`src/rtl/instr_encoder.sv`:
```
// RV32I instruction encoder: captures a field bundle, encodes it into a
// 32-bit instruction word and presents it with a sequential write address.
module instr_encoder #(
  parameter logic [31:0] BASE_ADDR = 32'h0000_0000
) (
  input  logic        clk,
  input  logic        reset,
  input  logic        in_valid,
  output logic        in_ready,
  input  logic [2:0]  op_type,
  input  logic [4:0]  rd,
  input  logic [4:0]  rs1,
  input  logic [4:0]  rs2,
  input  logic [2:0]  funct3,
  input  logic [6:0]  funct7,
  input  logic [31:0] imm,
  output logic        out_valid,
  input  logic        out_ready,
  output logic [31:0] instr,
  output logic [31:0] addr,
  output logic        err,
  output logic [7:0]  err_cnt
);

  localparam int unsigned XLEN    = 32;
  localparam int unsigned CNT_W   = 8;
  localparam int unsigned ADDR_INC = 4;

  localparam logic [2:0] OP_R      = 3'd0;
  localparam logic [2:0] OP_LOAD   = 3'd1;
  localparam logic [2:0] OP_IALU   = 3'd2;
  localparam logic [2:0] OP_STORE  = 3'd3;
  localparam logic [2:0] OP_BRANCH = 3'd4;

  localparam logic [6:0] OPC_R      = 7'b0110011;
  localparam logic [6:0] OPC_LOAD   = 7'b0000011;
  localparam logic [6:0] OPC_IALU   = 7'b0010011;
  localparam logic [6:0] OPC_STORE  = 7'b0100011;
  localparam logic [6:0] OPC_BRANCH = 7'b1100011;

  localparam logic [XLEN-1:0] NOP_WORD = 32'h0000_0013;

  typedef enum logic [1:0] {
    S_IDLE   = 2'd0,
    S_ENCODE = 2'd1,
    S_HOLD   = 2'd2
  } state_t;

  state_t            r_state;
  state_t            w_state_nxt;
  logic              w_accept;
  logic              w_encode;
  logic              w_retire;

  logic              r_in_ready;
  logic              r_out_valid;

  logic [2:0]        r_op;
  logic [4:0]        r_rd;
  logic [4:0]        r_rs1;
  logic [4:0]        r_rs2;
  logic [2:0]        r_funct3;
  logic [6:0]        r_funct7;
  logic [XLEN-1:0]   r_imm;

  logic [XLEN-1:0]   r_instr;
  logic              r_err;
  logic [XLEN-1:0]   r_addr;
  logic [CNT_W-1:0]  r_err_cnt;

  logic [XLEN-1:0]   w_instr;
  logic              w_err;
  logic              w_imm12_ok;
  logic              w_imm13_ok;

  // Next-state and handshake strobes
  always_comb begin
    w_state_nxt = r_state;
    w_accept    = 1'b0;
    w_encode    = 1'b0;
    w_retire    = 1'b0;
    case (r_state)
      S_IDLE: begin
        if (in_valid) begin
          w_accept    = 1'b1;
          w_state_nxt = S_ENCODE;
        end
      end
      S_ENCODE: begin
        w_encode    = 1'b1;
        w_state_nxt = S_HOLD;
      end
      S_HOLD: begin
        if (out_ready) begin
          w_retire    = 1'b1;
          w_state_nxt = S_IDLE;
        end
      end
      default: w_state_nxt = S_IDLE;
    endcase
  end

  // State register with registered handshake outputs decoded from next state
  always_ff @(posedge clk or posedge reset) begin
    if (reset) begin
      r_state     <= S_IDLE;
      r_in_ready  <= 1'b1;
      r_out_valid <= 1'b0;
    end else begin
      r_state     <= w_state_nxt;
      r_in_ready  <= (w_state_nxt == S_IDLE);
      r_out_valid <= (w_state_nxt == S_HOLD);
    end
  end

  // Capture the input bundle on acceptance
  always_ff @(posedge clk or posedge reset) begin
    if (reset) begin
      r_op     <= '0;
      r_rd     <= '0;
      r_rs1    <= '0;
      r_rs2    <= '0;
      r_funct3 <= '0;
      r_funct7 <= '0;
      r_imm    <= '0;
    end else if (w_accept) begin
      r_op     <= op_type;
      r_rd     <= rd;
      r_rs1    <= rs1;
      r_rs2    <= rs2;
      r_funct3 <= funct3;
      r_funct7 <= funct7;
      r_imm    <= imm;
    end
  end

  // Signed range checks: 12-bit immediate, and 13-bit even branch offset
  assign w_imm12_ok = (&r_imm[31:11]) | ~(|r_imm[31:11]);
  assign w_imm13_ok = ((&r_imm[31:12]) | ~(|r_imm[31:12])) & ~r_imm[0];

  // Instruction word formatting; illegal op types become a flagged nop
  always_comb begin
    w_instr = NOP_WORD;
    w_err   = 1'b1;
    case (r_op)
      OP_R: begin
        w_instr = {r_funct7, r_rs2, r_rs1, r_funct3, r_rd, OPC_R};
        w_err   = 1'b0;
      end
      OP_LOAD: begin
        w_instr = {r_imm[11:0], r_rs1, r_funct3, r_rd, OPC_LOAD};
        w_err   = ~w_imm12_ok;
      end
      OP_IALU: begin
        w_instr = {r_imm[11:0], r_rs1, r_funct3, r_rd, OPC_IALU};
        w_err   = ~w_imm12_ok;
      end
      OP_STORE: begin
        w_instr = {r_imm[11:5], r_rs2, r_rs1, r_funct3, r_imm[4:0], OPC_STORE};
        w_err   = ~w_imm12_ok;
      end
      OP_BRANCH: begin
        w_instr = {r_imm[12], r_imm[10:5], r_rs2, r_rs1, r_funct3,
                   r_imm[4:1], r_imm[11], OPC_BRANCH};
        w_err   = ~w_imm13_ok;
      end
      default: begin
        w_instr = NOP_WORD;
        w_err   = 1'b1;
      end
    endcase
  end

  // Result registers, loaded once per bundle and held through HOLD
  always_ff @(posedge clk or posedge reset) begin
    if (reset) begin
      r_instr <= '0;
      r_err   <= 1'b0;
    end else if (w_encode) begin
      r_instr <= w_instr;
      r_err   <= w_err;
    end
  end

  // Write address advances per retired word and wraps naturally
  always_ff @(posedge clk or posedge reset) begin
    if (reset) begin
      r_addr <= BASE_ADDR;
    end else if (w_retire) begin
      r_addr <= r_addr + XLEN'(ADDR_INC);
    end
  end

  // Saturating count of retired words that carried an error
  always_ff @(posedge clk or posedge reset) begin
    if (reset) begin
      r_err_cnt <= '0;
    end else if (w_retire && r_err && !(&r_err_cnt)) begin
      r_err_cnt <= r_err_cnt + CNT_W'(1);
    end
  end

  assign in_ready  = r_in_ready;
  assign out_valid = r_out_valid;
  assign instr     = r_instr;
  assign addr      = r_addr;
  assign err       = r_err;
  assign err_cnt   = r_err_cnt;

endmodule
```
`config.mk`:
```
export PLATFORM = sky130hd
export DESIGN_NAME = instr_encoder
export DESIGN_NICKNAME = d
export VERILOG_FILES = /design/src/rtl/instr_encoder.sv
export SDC_FILE = /design/constraint.sdc
export NUM_CORES = 1
export LEC_CHECK = 0
export ABC_AREA = 0
export BUFFER_PORTS_ARGS = -buffer_cell sky130_fd_sc_hd__buf_2
export CAP_MARGIN = 10
export CORE_MARGIN = 2
export CORE_UTILIZATION = 47
export CTS_CLUSTER_DIAMETER = 120
export DETAILED_ROUTE_END_ITERATION = 12
export PLACE_DENSITY = 0.72
export SKIP_LAST_GASP = 1
export SYNTH_ARGS = -nofsm -noshare
export SYNTH_HDL_FRONTEND = slang
export SYNTH_SLANG_ARGS = --single-unit
```
`constraint.sdc`:
```
create_clock -name clk -period 5.4 [get_ports clk]
set_clock_uncertainty 0.15 [all_clocks]
set_input_delay 1.08 -clock clk [delete_from_list [all_inputs] [get_ports clk]]
set_output_delay 1.08 -clock clk [all_outputs]
set_load 0.05 [all_outputs]
```
## Word level (Yosys, flattened, before mapping)

Index checks and enable logic that the tools add are counted.

- Register bits: 137
- Input port bits: 64
- Output and inout port bits: 75
- Logic and storage cells: 53

- Add/sub/neg operators: 2
- Eq/ne operators: 7
- Muxes and demuxes: 10
- Bitwise logic cells: 8
- Reductions and logical operators: 12

Operator list:

| kind | count |
|---|---|
| 32-bit one-hot mux with 5 select lines | 1 |
| 32-bit by 3-bit adder with 32-bit output, second input constant | 1 |
| 21-bit AND reduction | 1 |
| 21-bit OR reduction | 1 |
| 20-bit AND reduction | 1 |
| 20-bit OR reduction | 1 |
| 8-bit by 1-bit adder with 8-bit output, second input constant | 1 |
| 8-bit AND reduction | 1 |
| 3-bit by 2-bit == test with 1-bit output, second input constant | 2 |
| 2-bit one-hot mux with 3 select lines | 1 |
| 1-bit 2-to-1 mux | 5 |
| 1-bit inverter | 5 |
| 2-bit == test, second input constant | 2 |
| 2-bit logical NOT | 2 |
| 2-bit 2-to-1 mux | 2 |
| 3-bit by 1-bit == test with 1-bit output, second input constant | 1 |
| 3-bit == test, second input constant | 1 |
| 3-bit logical NOT | 1 |
| 1-bit one-hot mux with 3 select lines | 1 |
| 3-bit OR reduction | 1 |
| 2-bit by 1-bit == test with 1-bit output, second input constant | 1 |
| 1-bit logical AND | 2 |
| 1-bit bitwise OR | 2 |
| 1-bit AND | 1 |
| 1-bit logical NOT | 1 |

## Logic depth before layout (Yosys ltp)

Gate-level depths: netlist of run 1.

- Depth in word-level cells: 6
- Mapped depth: 7
- Depth with buffers taken out: 5

## Worst setup path after synthesis of run 1

No wires, ideal clock.

- Path type: input to register
- From: input port out_ready
- To: register r_addr[31], in the netlist addr[31]
- Library setup time: 0.140 ns
- Arrival: 2.069 ns
- Data required time: 5.110 ns
- Setup slack: 3.041 ns
- Stages on the path: 6
- Path buffers: 1
- Cell sequence: and3b_1 -> buf_4 -> nand3_2 -> nor3b_4 -> nand4_1 -> xnor2_1

- Longest elaborated chain between the ends: 2

Ends and longest elaborated chain:

| what | line | text |
|---|---|---|
| from (decl) | 18 | `input logic out_ready,` |
| 1-bit 2-to-1 mux | 94 | `if (out_ready) begin` |
| 1-bit 2-to-1 mux | 82 | `case (r_state)` |
| to (signal assigned) | 190 | `r_addr <= r_addr + XLEN'(ADDR_INC);` |
| to (decl) | 68 | `logic [XLEN-1:0] r_addr;` |

No other way between the ends.
A chain may end at the register's enable or synchronous reset.

## Worst setup path in the final report of run 1

- From: register r_addr[4], in the netlist addr[4]
- To: output port addr[4]

RTL lines:

| what | line | text |
|---|---|---|
| to (decl) | 20 | `output logic [31:0] addr,` |

No word-level cell between the ends.

==> reports/metrics.yaml, run 1 <==
htreeDepth: 4
finalCritPeriodShare: 0.4514
nets: 667
clock_latency_ns: 0.41
power.density_nw_per_um2: 597.3
cp.required_ns: 4.17
ios: 139
path_class: "reg2out"
whs_ns: 0.3191
seq_area_frac_synth: 0.5751
yosysTopAreaCellShare: 0.5706
max_freq_mhz: 410.3
hold_viol: 0
synthCells: 468
crit_chain: "buf_2"
fin_setup_tns_ns: 0
drtIter0Drc: 189
grt_pass1_wl_mm: 19.80
area.growth.synth_to_final_pct: 22.69
clk_path_buf_depth: 2
hpwl_mm: 8.212
grt_pass1_vias: 3951
syn_avg_cell_area_um2: 12.28
first_pass_iters: 4
finalSetupViolCount: 0
cts_tree: "yes"
ant_nets: 0
initial_core_util: 0.4803
period_needed_ns: 2.437
cts_made_buffers: 17
netlist_area_um2: 5746
via_count: 3985
io_buffer_count: 134
grt_overflow: 0
synth_seq_cells: 132
synthFlopType: "dfrtp_1"
met3WireLength_um: 732
ys_types: 44
hp-class: "reg2reg"
path_buf_inv: 1
antenna_found_initial: 0
route.detailed.drc: 0
coreArea_um2: 11960
wl_met2_mm: 5.784
finalPower_uw: 4211
drv_cap: 0
postSynth.asyncResetShare: 1.000
yosys-top-cells-count: "dfrtp_1 (131), mux2_2 (73), nand2_1 (38)"
startpoint_type: "register"
synth-edff-count: 0
dieArea_um2: 13130
root_buffer: "clkbuf_16"
cts_setup_buffers: 0
place_area_um2: 6518
worst_pin_slew_ns: 0.9979
slew_headroom: 0.3348
cts.sinks: 132
clk_pin_slew_ns: 0.05
critPathMaxFanout: 5
outcome: "finished clean"
post_cts_resized: 0
worstPathArrival_ns: 1.21
die_h_um: 114.6
rows: 40
final_area_um2: 7049
p_leak_uw: 0.003359
cp-end-kind: "output pin"
synth_area_leaders: "dfrtp_1 (57%), mux2_2 (14%), xnor2_1 (4.1%)"
rsz0062_at_grt: "no"
fp.dieW_um: 114.6
synth.most_common_cell: "dfrtp_1"
slew_violations: 0
via_per_inst: 5.250
critPathMaxStageDelay_ns: 0.47
totalWireLength_mm: 12.10
drive_above_1_share: 0.4101
globalplace.congestion: 0.7831
crit_family: "flip-flops"
grt_usage: 0.1961
yosysWarningCount: 0
maxUsedRoutingLayer: "met4"
crit_slowest_cell: "dfrtp_1"
grt_max_degree: 64
fillers: 974
ir_drop_mv: 0.2998
diodes: 0
drt-met1-wl_mm: 5.390
holdBufCountCts: 0
netlist.top_cell.by_area: "dfrtp_1"
wire_per_inst_um: 15.94
==> report_power, final <==
part	leakage (µW)	switching [µW]	internal, µW
combinational	0.00145	935	597
clock	0.000262	385	639
sequential	0.00165	299	1360
total	0.00336	1620	2590
==> layer usage <==
layer,track usage,up-vias
li1,-,1916
met1,0.2541,1944
met2,0.3073,107
met3,0.06406,18
met4,0.07480,0
met5,0,-
==> cell families after synthesis <==
| kind of cell | Yosys count | synth area share |
|---|---|---|
| fa+ha+maj | 2 | 0.004355 |
| buf+inv | 31 | 0.02657 |
| simple gates | 129 | 0.1276 |
| xor+xnor | 37 | 0.05640 |
| compound gates | 63 | 0.06621 |
| other cells | 1 | 0.0006527 |
| flops | 132 | 0.5751 |
| mux | 73 | 0.1431 |
==> layout by cell type, fill, tap and decap left out, drive strengths merged, types with 3 or more instances in the layout <==
master / instances
a21oi: 22
a22o: 8
a22oi: 5
and2: 3
and3: 9
and4: 3
buf: 139
clkbuf: 26
clkinv: 3
conb: 4
dfrtp: 131
inv: 3
mux2: 73
nand2: 38
nand3: 18
nand4: 15
nor2: 18
nor2b: 3
nor3b: 9
nor4: 3
o21ai: 22
xnor2: 27
xor2: 10
==> final timing paths <==
path	startpoint	endpoint	slack, ns	cells after the start
worst min register to register	addr[31]$_DFFE_PP0P_	addr[31]$_DFFE_PP0P_	0.32	1
max in group asynchronous	reset	r_rs2[2]$_DFFE_PP0P_	3.51	3
min in group asynchronous	reset	addr[30]$_DFFE_PP0P_	0.56	2
worst min-delay path	addr[31]$_DFFE_PP0P_	addr[31]$_DFFE_PP0P_	0.32	1
worst max register to register	r_state[1]$_DFF_PP0_	instr[17]$_DFFE_PP0N_	3.04	3
worst max-delay path	addr[4]$_DFFE_PP0P_	addr[4]	2.96	1
==> layout make-up <==
type,instances,area (µm²),share of cell area
Tap cell,147,183.9,0.02609
Sequential cell,132,3304,0.4688
Clock buffer,26,509.2,0.07224
Inverter,3,13.76,0.001952
Clock inverter,4,22.52,0.003195
Timing Repair Buffer,139,708.2,0.1005
Multi-Input combinational cell,308,2307,0.3273
==> flip-flops by register name, indices dropped and copies added (netlist names) <==
register,cells
out_valid,1
r_imm,32
err,1
addr,30
err_cnt,8
r_rd,5
r_funct3,3
r_funct7,7
r_op,3
instr,29
r_rs1,5
r_state,2
r_rs2,5
in_ready,1
==> per-stage QoR <==
| stage | cells | utilization | worst slack, ns |
|---|---|---|---|
| after floorplan | 471 | - | 0.6456 |
| after global placement | 729 | 0.5449 | 2.730 |
| after detailed placement | 729 | 0.5449 | 2.661 |
| after CTS | 759 | 0.5893 | 2.941 |
| after global routing | 759 | 0.5893 | 2.813 |
| final | 759 | 0.5893 | 2.963 |
Power figures use the tool's default switching activity.
==> run 2: changes to the inputs <==
--- a/config.mk
+++ b/config.mk
@@ -5,14 +5,14 @@
 export SDC_FILE = /design/constraint.sdc
 export NUM_CORES = 1
 export LEC_CHECK = 0
-export ABC_AREA = 0
+export ABC_AREA = 1
 export BUFFER_PORTS_ARGS = -buffer_cell sky130_fd_sc_hd__buf_2
 export CAP_MARGIN = 10
 export CORE_MARGIN = 2
 export CORE_UTILIZATION = 47
 export CTS_CLUSTER_DIAMETER = 120
 export DETAILED_ROUTE_END_ITERATION = 12
-export PLACE_DENSITY = 0.72
+export PLACE_DENSITY = 0.71
 export SKIP_LAST_GASP = 1
 export SYNTH_ARGS = -nofsm -noshare
 export SYNTH_HDL_FRONTEND = slang
==> constraint.sdc (replaced) <==
create_clock -name clk -period 2.5 [get_ports clk]
set_clock_uncertainty 0.15 [all_clocks]
set_input_delay 0.5 -clock clk [delete_from_list [all_inputs] [get_ports clk]]
set_output_delay 0.5 -clock clk [all_outputs]
set_load 0.05 [all_outputs]
==> reports/metrics.yaml, run 2 <==
whs_ns: 0.04848  # -0.2706 ns
nets: 919  # +38%
synth_area_leaders: "dfrtp_1 (55%), nand2_1 (17%), o21ai_0 (4.1%)"
grt_usage: 0.2134  # +0.01722
clk_path_buf_depth: 2  # unchanged
critPathMaxStageDelay_ns: 0.53  # +0.06 ns
p_sw_uw: 3753  # +130%
p_leak_uw: 0.004002  # +19%
diodes: 0  # unchanged
ant_nets: 0  # unchanged
p_sw_frac: 0.4012  # +0.01691
worstPathArrival_ns: 1.21  # about the same
final_area_um2: 7493  # +6.3%
wire_per_inst_um: 12.88  # -19%
path_class: "reg2out"
drive_above_1_share: 0.2286  # -0.1815
cts.sinks: 132  # unchanged
synthFlopType: "dfrtp_1"
post_cts_resized: 0  # unchanged
root_buffer: "clkbuf_16"
netlist.top_cell.by_area: "dfrtp_1"
clock_latency_ns: 0.42  # about the same
crit_chain: "buf_2"
cp-end-kind: "output pin"
power.density_nw_per_um2: 1248  # +110%
max_freq_mhz: 536.7
seq_area_frac_synth: 0.5567  # -0.01843
power.share.sequential: 0.370  # -0.023
slew_violations: 0  # unchanged
initial_core_util: 0.4762  # -0.004173
place_area_um2: 6852  # +5.1%
route.detailed.drc: 0  # unchanged
final_common_cell: "nand2_1"
yosysTopAreaCellShare: 0.5523  # -0.01828
coreArea_um2: 12470  # +4.2%
hpwl_mm: 9.575  # +17%
mostFrequentLayoutCells: "nand2_1 (275), buf_2 (134), dfrtp_1 (131)"
finalCritPeriodShare: 0.7453
syn_avg_cell_area_um2: 8.384  # -32%
slew_headroom: 0.5028  # +0.1681
cts_made_buffers: 17  # unchanged
worst_pin_slew_ns: 0.7442  # -0.2537 ns
clk_pin_slew_ns: 0.05  # about the same
cp.required_ns: 1.85  # -2.32 ns
rsz0062_at_grt: "no"
ys_types: 34  # -23%
totalWireLength_mm: 13.37  # +10%
globalplace.congestion: 0.8818  # +13%
grt_pass1_wl_mm: 22.09  # +12%
synth_seq_cells: 132  # unchanged
via_count: 4855  # +22%
yosysWarningCount: 0  # unchanged
cts_tree: "yes"
cts_setup_buffers: 0  # unchanged
drtIter0Drc: 295  # +56%
outcome: "finished clean"
crit_family: "flip-flops"
internal_power_uw: 5601  # +120%
antenna_found_initial: 0  # unchanged
htreeDepth: 4  # unchanged
startpoint_type: "register"
first_pass_iters: 5  # +1
grt_max_degree: 40  # -38%
fp.dieW_um: 116.4  # +1.6%
clock_power_share: 0.288  # +0.045
ios: 139  # unchanged
synth.most_common_cell: "nand2_1"
postSynth.asyncResetShare: 1.000  # unchanged
ir_drop_mv: 0.8890  # +200%
holdBufCountCts: 0  # unchanged
largest_reg_flops: 32  # unchanged
combPwrFrac: 0.341  # -0.023
area.growth.synth_to_final_pct: 26.24
hp-class: "in2async"
rows: 41  # +2.5%
crit_slowest_cell: "dfstp_2"
die_h_um: 116.4  # +1.6%
dieArea_um2: 13540  # +3.2%
io_buffer_count: 134  # unchanged
period_needed_ns: 1.863
grt_overflow: 0  # unchanged
finalSetupViolCount: 0  # unchanged
fin_setup_tns_ns: 0  # unchanged
hold_viol: 0  # unchanged
path_buf_inv: 1  # unchanged
synth-edff-count: 0  # unchanged
grt_pass1_vias: 4737  # +20%
yosys-top-cells-count: "nand2_1 (275), dfrtp_1 (131), inv_1 (59)"
critPathMaxFanout: 1  # -4
largest-register: "r_imm"
via_per_inst: 4.677  # -11%
netlist_area_um2: 5936  # +3.3%
synthCells: 708  # +51%
drv_cap: 0  # unchanged
run 2: changes by cell type after synthesis, moves of 7 or more:
| cell | before | now |
|---|---|---|
| a22o_1 | 8 | 1 |
| buf_2 | 11 | 3 |
| xnor2_1 | 27 | 16 |
| a21oi_1 | 22 | 8 |
| mux2_2 | 73 | 0 |
| nor3b_1 | 8 | 0 |
| inv_1 | 3 | 59 |
| o21ai_0 | 22 | 49 |
| xor2_1 | 10 | 17 |
| nor2_1 | 17 | 58 |
| and3_1 | 8 | 0 |
| nand2_1 | 38 | 275 |
run 2: cell type report:
type | instances | area [µm²]
well taps | 172 | 215.2
clock inverters | 10 | 177.7
flip-flops and latches | 132 | 3304
multi-input cells | 495 | 2305
repair buffers | 145 | 790.8
clock buffers | 22 | 464.2
fillers | 1128 | 4972
inverters | 62 | 236.5
run 2: logic make-up (layout without fill, tap and decap cells):
group,count (synthesis),in the layout,synth area share
AO/OA/AOI/OAI,68,68,0.06197
XOR/XNOR,33,33,0.04869
adder cells (fa/ha/maj),2,2,0.004215
buffers and inverters,84,239,0.05691
flip-flops,132,132,0.5567
other,1,4,0.0006318
AND/OR/NAND/NOR,388,388,0.2709
run 2: worst paths after layout:
check	endpoint	depth (start not counted)	startpoint	slack [ns]
worst max-delay path	in_ready	1	in_ready$_DFF_PP1_	0.64
worst min-delay path	r_rs1[3]$_DFFE_PP0P_	2	reset	0.05
worst max register to register	r_imm[11]$_DFFE_PP0P_	6	r_state[0]$_DFF_PP0_	0.64
worst min register to register	r_rs2[0]$_DFFE_PP0P_	2	r_rs2[0]$_DFFE_PP0P_	0.33
max in group asynchronous	r_imm[21]$_DFFE_PP0P_	3	reset	1.47
min in group clk	r_imm[6]$_DFFE_PP0P_	3	imm[6]	0.12
run 2: per-layer routing:
metal / up-vias / track usage / share of wire
met3: 10 / 0.05656 / 0.054
met5: - / 0 / 0
met1: 2223 / 0.2819 / 0.46
li1: 2501 / - / -
met2: 121 / 0.3430 / 0.48
met4: 0 / 0.07381 / 0.011
run 2: stage by stage:
step / utilization / setup WS, ns / cells / power (µW)
after floorplan: - / 0.2136 / 711 / 5814
after detailed placement: 0.5496 / 0.6194 / 1006 / 6706
final: 0.6011 / 0.6368 / 1038 / 9353
after global placement: 0.5496 / 0.6127 / 1006 / 6631
after global routing: 0.6011 / 0.4216 / 1038 / 10020
after CTS: 0.6011 / 0.6247 / 1038 / 9446
run 2: power by group through the flow:
stage	Combinational (µW)	Sequential [µW]	Clock, µW
finish	3190	3460	2700
global placement	3170	3460	0
global route	3600	3570	2840
CTS	3250	3460	2740
detailed placement	3230	3480	0
floorplan	1520	4300	0
==> run 3: changes to the inputs <==
==> constraint.sdc (replaced) <==
create_clock -name clk -period 1.9 [get_ports clk]
set_clock_uncertainty 0.15 [all_clocks]
set_input_delay 0.38 -clock clk [delete_from_list [all_inputs] [get_ports clk]]
set_output_delay 0.38 -clock clk [all_outputs]
set_load 0.05 [all_outputs]
==> reports/metrics.yaml, run 3 (same netlist as run 2, synthesis figures left out) <==
hold_viol: 0  # unchanged
io_buffer_count: 134  # unchanged
ant_nets: 0  # unchanged
clk_path_buf_depth: 2  # unchanged
critPathMaxStageDelay_ns: 0.38  # -0.15 ns
totalWireLength_mm: 13.71  # +2.6%
grt_pass1_vias: 4943  # +4.3%
internal_power_uw: 7020  # +25%
ios: 139  # unchanged
cts_tree: "yes"
nets: 941  # +2.4%
slew_violations: 0  # unchanged
globalplace.congestion: 0.8290  # -6.0%
finalSetupViolCount: 0  # unchanged
largest_reg_flops: 32  # unchanged
crit_family: "simple AND/OR/NAND/NOR gates"
die_h_um: 116.4  # unchanged
rows: 41  # unchanged
initial_core_util: 0.4762  # unchanged
grt_overflow: 0  # unchanged
worstPathArrival_ns: 1.91  # +0.70 ns
final_common_cell: "nand2_1"
path_buf_inv: 2  # +1
route.detailed.drc: 0  # unchanged
antenna_found_initial: 1  # +1
cp.depth: 10  # +9
min-delay-start: "imm[21]"
htreeDepth: 4  # unchanged
cts_made_buffers: 17  # unchanged
r2r_slack_ns: 0.15  # -0.49 ns
hp-class: "in2reg"
power.share.sequential: 0.381  # +0.011
first_pass_iters: 5  # unchanged
drtIter0Drc: 295  # unchanged
grt_usage: 0.2172  # +0.003829
fp.dieW_um: 116.4  # unchanged
wire_per_inst_um: 12.92  # +0.37%
ir_drop_mv: 1.094  # +23%
p_sw_uw: 4920  # +31%
area.growth.synth_to_final_pct: 28.58
grt_max_degree: 72  # +80%
cp.required_ns: 2.06  # +0.21 ns
grt_pass1_wl_mm: 22.89  # +3.6%
rr_startpoint: "addr[3]$_DFFE_PP0P_"
crit_end: "addr[24]$_DFFE_PP0P_"
whs_ns: 0.005700  # -0.04278 ns
via_per_inst: 4.695  # +0.37%
p_sw_frac: 0.4121  # +0.01086
combPwrFrac: 0.363  # +0.022
hpwl_mm: 9.609  # +0.36%
coreArea_um2: 12470  # unchanged
crit_slowest_cell: "dfrtp_1"
period_needed_ns: 1.755
mostFrequentLayoutCells: "nand2_1 (275), buf_2 (134), dfrtp_1 (130)"
drv_cap: 0  # unchanged
startpoint: "addr[3]$_DFFE_PP0P_"
critPathMaxFanout: 4  # +3
cts.sinks: 132  # unchanged
cp-end-kind: "register"
clk_pin_slew_ns: 0.05  # about the same
largest-register: "r_imm"
instances_no_fill: 1061  # +2.2%
max_freq_mhz: 569.9
r2r-end: "addr[24]$_DFFE_PP0P_"
startpoint_type: "register"
drive_above_1_share: 0.2252  # -0.003412
rsz0062_at_grt: "no"
via_count: 4981  # +2.6%
clock_latency_ns: 0.42  # about the same
dp.cells: 1005  # -0.099%
root_buffer: "clkbuf_16"
dieArea_um2: 13540  # unchanged
final_core_util: 0.6123  # +0.01114
clock_power_share: 0.255  # -0.033
finalCritPeriodShare: 0.9235
crit_chain: "ha_1 -> inv_1 -> nor2_2 -> nand2_4 -> nor2_4 -> nand2_2 -> nor2_4 -> nand2_1 -> xor2_1 -> inv_1"
r2r_cells: 10  # +4
power.density_nw_per_um2: 1564  # +25%
path_class: "reg2reg"
outcome: "finished clean"
p_leak_uw: 0.004058  # +1.4%
## run 3: changes by cell type in the layout (fill, tap and decap cells not counted), sizes merged
cell	delta
buf	+4
bufinv	-4
clkbuf	+6
clkinv	-1
clkinvlp	-1
diode	+1
dlygate4sd3	+18
## run 3: routing by layer
| metal | global-route usage | share of wire | up-vias |
|---|---|---|---|
| li1 | - | - | 2549 |
| met2 | 0.3500 | 0.47 | 121 |
| met4 | 0.08175 | 0.017 | 0 |
| met3 | 0.05812 | 0.052 | 25 |
| met5 | 0 | 0 | - |
| met1 | 0.2829 | 0.46 | 2286 |
## run 3: how the worst min path moves through the flow
stage / endpoint / depth (start not counted) / slack [ns]
global placement: r_rs1[3]$_DFFE_PP0P_ / 2 / 0.14
finish: r_imm[21]$_DFFE_PP0P_ / 3 / 0.006
floorplan: r_funct7[6]$_DFFE_PP0P_ / 2 / 0.30
CTS: r_imm[21]$_DFFE_PP0P_ / 3 / 0.0009
detailed placement: r_rs1[3]$_DFFE_PP0P_ / 2 / 0.14
global route: r_imm[20]$_DFFE_PP0P_ / 3 / 0.01
## run 3: timing repair
| item | in CTS | in global routing |
|---|---|---|
| hold buffers | 18 | 0 |
| hold endpoints to repair | 79 | 0 |
| gates resized for setup | 0 | 2 |
| setup endpoints to repair | 0 | 4 |
| setup buffers | 0 | 5 |
## run 3: worst register-to-register path, cell delays in order (launching register included)
cell and delay (ns):
dfrtp_1 0.38, ha_1 0.18, inv_1 0.05, nor2_2 0.16, nand2_4 0.09, nor2_4 0.17
nand2_2 0.11, nor2_4 0.12, nand2_1 0.07, xor2_1 0.12, inv_1 0.05
## run 3: per-stage QoR
stage / setup slack, ns / setup TNS, ns / area (µm²) / power, µW
2_1_floorplan: -0.2664 / -35.29 / 5951 / 7650
3_3_place_gp: 0.1426 / 0 / 6857 / 8806
3_5_place_dp: 0.07355 / 0 / 6857 / 8876
4_1_cts: 0.06439 / 0 / 7589 / 12000
5_1_grt: 0.004889 / 0 / 7630 / 12790
6_report: 0.1453 / 0 / 7632 / 11940
## run 3: power groups by stage
stage                     sequential, µW  combinational, µW  clock [µW]
final                               4550               4340        3050
after global routing                4690               4870        3230
after CTS                           4550               4350        3100
after detailed placement            4580               4300           0
after global placement              4560               4240           0
after floorplan                     5660               1990           0
## run 3: layout make-up
| type | instances | area (µm²) |
|---|---|---|
| multi-input cells | 495 | 2307 |
| clock buffers | 28 | 506.7 |
| fillers | 1143 | 4833 |
| clock inverters | 4 | 45.04 |
| well taps | 172 | 215.2 |
| repair buffers | 167 | 1013 |
| flip-flops and latches | 132 | 3306 |
| inverters | 62 | 236.5 |
| diodes | 1 | 2.502 |
